==> config.mk <==
export PLATFORM = sky130hd
export DESIGN_NAME = dds_baud_gen
export DESIGN_NICKNAME = d
export VERILOG_FILES = /design/src/rtl/dds_baud_gen.sv
export SDC_FILE = /design/constraint.sdc
export NUM_CORES = 1
export LEC_CHECK = 0
export ABC_AREA = 1
export CAP_MARGIN = 20
export CORE_MARGIN = 4
export CORE_UTILIZATION = 60
export DETAILED_ROUTE_END_ITERATION = 10
export PLACE_DENSITY_LB_ADDON = 0.05
export SYNTH_ARGS = -nofsm -noshare
export SYNTH_HDL_FRONTEND = slang
export SYNTH_SLANG_ARGS = --single-unit
==> constraint.sdc <==
create_clock -name clk -period 4.4 [get_ports clk]
set_input_delay 0.66 -clock clk [delete_from_list [all_inputs] [get_ports clk]]
set_output_delay 0.66 -clock clk [all_outputs]
set_load 0.02 [all_outputs]
==> src/rtl/dds_baud_gen.sv <==
// Multi-channel fractional (DDS) baud generator: a modulo-TOP phase accumulator per channel
// emits oversample ticks, and a divide-by-OVS counter derives the bit-rate tick from them.
module dds_baud_gen #(
  parameter int unsigned CH    = 2,
  parameter int unsigned ACC_W = 16,
  parameter int unsigned INC_W = 16,
  parameter int unsigned TOP   = 31250,
  parameter int unsigned OVS   = 16
) (
  input  logic              clk,
  input  logic              rst_n,
  input  logic [CH-1:0]     en,
  input  logic [CH*INC_W-1:0] inc,
  input  logic [CH-1:0]     resync,
  output logic [CH-1:0]     tick_os,
  output logic [CH-1:0]     tick_bit,
  output logic [CH-1:0]     cfg_err
);

  localparam int unsigned OS_W  = $clog2(OVS);
  localparam int unsigned SW    = ACC_W + 1;
  localparam int unsigned CMP_W = (INC_W > SW) ? INC_W : SW;

  localparam logic [CMP_W-1:0] TOP_C  = CMP_W'(TOP);
  localparam logic [SW-1:0]    TOP_S  = SW'(TOP);
  localparam logic [OS_W-1:0]  OS_MAX = OS_W'(OVS - 1);
  localparam logic [OS_W-1:0]  OS_MID = OS_W'(OVS / 2);
  localparam logic [OS_W-1:0]  OS_ONE = OS_W'(1);

  logic [ACC_W-1:0] acc_q    [CH];
  logic [ACC_W-1:0] acc_d    [CH];
  logic [OS_W-1:0]  os_cnt_q [CH];
  logic [OS_W-1:0]  os_cnt_d [CH];
  logic [CMP_W-1:0] inc_ext  [CH];
  logic [SW-1:0]    eff      [CH];
  logic [SW-1:0]    sum      [CH];

  logic [CH-1:0] clamp;
  logic [CH-1:0] tick_os_q, tick_os_d;
  logic [CH-1:0] tick_bit_q, tick_bit_d;
  logic [CH-1:0] cfg_err_q, cfg_err_d;

  always_comb begin
    for (int unsigned k = 0; k < CH; k++) begin
      inc_ext[k]  = CMP_W'(inc[k*INC_W +: INC_W]);
      clamp[k]    = (inc_ext[k] > TOP_C);
      // Unclamped increments are <= TOP, so the low SW bits hold them exactly.
      eff[k]      = clamp[k] ? TOP_S : inc_ext[k][SW-1:0];
      sum[k]      = {1'b0, acc_q[k]} + eff[k];

      acc_d[k]      = acc_q[k];
      os_cnt_d[k]   = os_cnt_q[k];
      tick_os_d[k]  = 1'b0;
      tick_bit_d[k] = 1'b0;
      cfg_err_d[k]  = cfg_err_q[k] | (en[k] & clamp[k]);

      if (resync[k]) begin
        acc_d[k]    = '0;
        os_cnt_d[k] = OS_MID;
      end else if (en[k]) begin
        if ({1'b0, acc_q[k]} >= TOP_S) begin
          acc_d[k]      = ACC_W'(sum[k] - TOP_S);
          tick_os_d[k]  = 1'b1;
          tick_bit_d[k] = (os_cnt_q[k] == OS_MAX);
          os_cnt_d[k]   = os_cnt_q[k] + OS_ONE;
        end else begin
          acc_d[k] = ACC_W'(sum[k]);
        end
      end
    end
  end

  always_ff @(posedge clk) begin
    if (!rst_n) begin
      for (int unsigned k = 0; k < CH; k++) begin
        acc_q[k]    <= '0;
        os_cnt_q[k] <= '0;
      end
      tick_os_q  <= '0;
      tick_bit_q <= '0;
      cfg_err_q  <= '0;
    end else begin
      for (int unsigned k = 0; k < CH; k++) begin
        acc_q[k]    <= acc_d[k];
        os_cnt_q[k] <= os_cnt_d[k];
      end
      tick_os_q  <= tick_os_d;
      tick_bit_q <= tick_bit_d;
      cfg_err_q  <= cfg_err_d;
    end
  end

  assign tick_os  = tick_os_q;
  assign tick_bit = tick_bit_q;
  assign cfg_err  = cfg_err_q;

endmodule

# Yosys cells after proc, flatten, opt, wreduce, memory -nomap -nowiden
# Memory sizes are Yosys's and may differ from the RTL's.
# Index checks and enable logic that the tools add are counted.
# word_totals
output_inout_bits	6
elab_cells	58
input_bits	38
n_memories	2
ff_bits	6
mem_bits_rw	40
# memory_table
memory	words	word_bits	rd	rd_ports_with_merged_regs	wr	line_no	rtl
acc_q	2	16	2	0	2	30	logic [ACC_W-1:0] acc_q [CH];
os_cnt_q	2	4	2	0	2	32	logic [OS_W-1:0] os_cnt_q [CH];
# classes
n_bitwise	13
order_cmp	4
muxes	22
n_addsub	6
n_reduce_logical	4
eq_ne	2
# ops
op	count
$mux W16	10
$add A16 B16 Y16	2
$ge A16 B15 Y1 const B	2
$gt A16 B15 Y1 const B	2
$mux W4	8
$sub A16 B15 Y16 const B	2
$add A4 B1 Y4 const B	2
$eq A4 B4 Y1 const B	2
$reduce_or A4 Y1	2
$or A1 B1 Y1	6
$reduce_or A3 Y1	2
$not A1 Y1	5
$mux W1	4
$and A1 B1 Y1	2

# Logic depth before layout (Yosys ltp)
# depth
ltp_word	8
mapped_depth	29

# Worst setup path after synthesis
# No wires, ideal clock.
# synth_path
kind	input to register
startpoint	input port inc[10]
endpoint	memory acc_q[0][15]
stages	24
t_arrival_ps	3333
path_slack_ps	959
setup_time_ps	109
n_path_buf	1
cell_sequence	inv_1 > nand4_1 > nor4_1 > nand3b_1 > nand2_1 > inv_1 > buf_2 > nor2_1 > ha_1 > inv_1 > fa_1 > xnor2_1 > inv_1 > ha_1 > nand3_1 > nand2_1 > nand2_1 > o21bai_1 > nand2_2 > nand3_2 > nand3_1 > nand3_1 > nand2_1 > inv_1
# synth_lines
element	line_no	rtl
start, declared	13	input logic [CH*INC_W-1:0] inc,
end, declared	30	

==> run summary <==
status - complete, no violations
I/O pins - 44
Max H-tree Level - 2
Die Width - 98.4 µm
Antenna diodes - 0
synth unique cells - 45
mean post-synth cell area - 5.93 µm²
Syn. warnings - 0
post-synthesis register bit count - 46
vias in the first global route - 5165
Initial Utilization - 62.5%
DPL Wire Length - 10600 µm
reg2reg end - acc_q[0][27]
hold violation total from the final report - 0
Peak VDD IR - 0.154 mV
Post-Syn Nets - 901
worst setup path start - inc[23]
Placed Area - 5440 µm²
RSZ-0062 raised after global routing - no
Final min period - 4.08 ns
Critical Path Start Type - input pin
global route overflow - 0
total CTS buffers - 5
core area - 7850 µm²
number of placement rows - 32
Worst-path clk slew - 0.08 ns
CTS Root Buffer Type - clkbuf_8
dominant cell type by area after synthesis - dfxtp_1
Post-Route WL - 12900 µm
placed cells - 965
most common cell in the netlist - nand2_1
vias per inst - 5.43
Syn Inst Count - 827
drt first pass iters - 6
TNS Setup - 0 ns
Synth top area share - 18.8%
Post-CTS Repair Setup Buffers - 0
Post-synth ARST share - 0%
first-pass GRT wire length - 22100 µm
Antenna Nets Post-Route - 0
average wire per standard cell - 13.2 µm
All-Layer GR Usage - 26.9%
Layout area overhead - 13.2%
Critical Setup Path Class - in -> reg
P_leak - 2.91 nW
Post-synth EDFFs - 0
maximum clock insertion buffer count - 2
CP endpoint - acc_q[0][27]
f_max - 245 MHz
Final setup viols - 0
Commonest cells post-synth - nand2_1 (222), inv_1 (147), nor2_1 (64)
CTS tree - done
Mapped Area - 4910 µm²
clock sink count - 46
Worst Tran Pin Value - 0.755 ns
FF-to-FF Start - acc_q[0][16]
top_reg_cell synth - dfxtp_1
Finished Cell Area - 5560 µm²
WP data arrival - 4.27 ns
# Max-Cap Violations - 0
number of port buffers - 43
gpl congestion - 0.966
initial antenna violation count - 0
drt drc - 0
WP data required - 4.59 ns
WHS - 0.458 ns
Cell Count, Final, Fillers Out - 972
Tcrit/Tclk final - 92.7%
initial drt markers - 196
reg2reg path depth - 16
Die Ht - 98.4 µm
Relative slew margins - 49.5%
worst skew pair latency - 0.30 ns
largest cells by area after synthesis - dfxtp_1 (19%), nand2_1 (17%), inv_1 (11%)
largest net degree at the start of global routing - 26
Crit Path Max Fanout - 8
layout cells sized above 1 - 8.51%
internal reg-to-reg setup slack - 1.87 ns
share of the yosys chip area belonging to registers - 18.8%
die area - 9690 µm²
Worst Hold Class - reg -> reg
Pwr Density - 229 nW/µm²
CP Capture Type - register
routed vias - 5274
final slew viol count - 0
Final Net Count - 944
clock skew - 0.00736 ns
-- how the worst min path moves through the flow --
stage,from,end,slack [ns],depth (start not counted)
3_3_place_gp,cfg_err[1],cfg_err[1],0.44,2
4_1_cts,cfg_err[1],cfg_err[1],0.46,2
6_report,cfg_err[1],cfg_err[1],0.46,2
3_5_place_dp,cfg_err[1],cfg_err[1],0.45,2
5_1_grt,cfg_err[1],cfg_err[1],0.49,2
2_1_floorplan,os_cnt_q[0][3],tick_bit[0],0.44,2
-- final cells by class --
type / count / area (µm²)
multi-input cells: 614 / 3340
flip-flops and latches: 46 / 921
inverters: 154 / 578
clock inverters: 1 / 30.0
well taps: 102 / 128
clock buffers: 6 / 82.6
fillers: 708 / 2290
repair buffers: 49 / 475
-- cell families (layout without fill, tap and decap cells) --
group	count (synthesis)	count (layout)	synth area share, %
XOR/XNOR	19	19	3.70
flip-flops	46	46	18.8
adder cells (fa/ha/maj)	36	36	9.49
AND/OR/NAND/NOR	446	446	42.0
buffers and inverters	167	210	13.2
AO/OA/AOI/OAI	113	113	12.9
-- flip-flops by register name (all words and copies together), names as in the netlist --
name	count
acc_q	32
os_cnt_q	8
cfg_err	2
tick_bit	2
tick_os	2
-- metrics by stage --
| stage | setup slack [ns] | utilization, % | total power (W) |
|---|---|---|---|
| finish | 0.323 | 70.8 | 0.00127 |
| global route | 0.00430 | 70.8 | 0.00136 |
| CTS | 0.262 | 70.8 | 0.00127 |
| detailed placement | -0.0401 | 69.3 | 0.000947 |
| global placement | 0.0818 | 69.3 | 0.000934 |
| floorplan | 0.959 | - | 0.000821 |
-- power by group --
| group | internal [W] | switching [W] | total [W] |
|---|---|---|---|
| combinational | 0.000186 | 0.000309 | 0.000495 |
| sequential | 0.000434 | 0.0000174 | 0.000451 |
| clock | 0.000182 | 0.000142 | 0.000324 |
| total | 0.000802 | 0.000468 | 0.00127 |
-- critical path, stage by stage --
cell and delay [ns]:
clkdlybuf4s50_1 0.42, nor4_1 0.40, o21ai_0 0.16, nand4_1 0.10
nand2_1 0.05, o311ai_0 0.09, and2_2 0.30, buf_4 0.18
inv_1 0.08, nand2_1 0.10, ha_1 0.31, nand2_1 0.10
nand2_1 0.11, a21oi_2 0.18, nand2_1 0.11, nand2_1 0.09
nand2_2 0.09, nor2_4 0.17, nand3_2 0.11, nand2_2 0.08
nand2_2 0.07, nand2_1 0.09, xor2_1 0.15, a21oi_1 0.08
-- placed cells by master, fill, tap and decap left out, drive strengths merged, types with 2 or more instances in the layout --
cell type / count
nand2: 247
inv: 150
nor2: 73
nand3: 73
a21oi: 58
dfxtp: 46
clkdlybuf4s50: 43
ha: 34
o21ai: 32
nand4: 14
nor3: 13
xor2: 13
and2: 7
or2: 7
xnor2: 6
clkbuf: 6
buf: 6
nor4: 5
nand3b: 5
clkinv: 4
o31ai: 4
a31oi: 4
o221ai: 4
o211ai: 4
o21a: 2
fa: 2
-- routing by layer --
layer	wire [µm]	up-vias	GRT usage, %
met2	6410	129	49.6
li1	-	2731	-
met5	0	-	0
met1	5450	2370	30.6
met3	509	44	3.18
met4	506	0	12.7
-- repair_timing --
item	in CTS	in global routing
resized for setup	0	1
hold buffers	0	0
endpoints found under the setup margin	0	6
No activity file was read; power rests on OpenSTA's default activity.
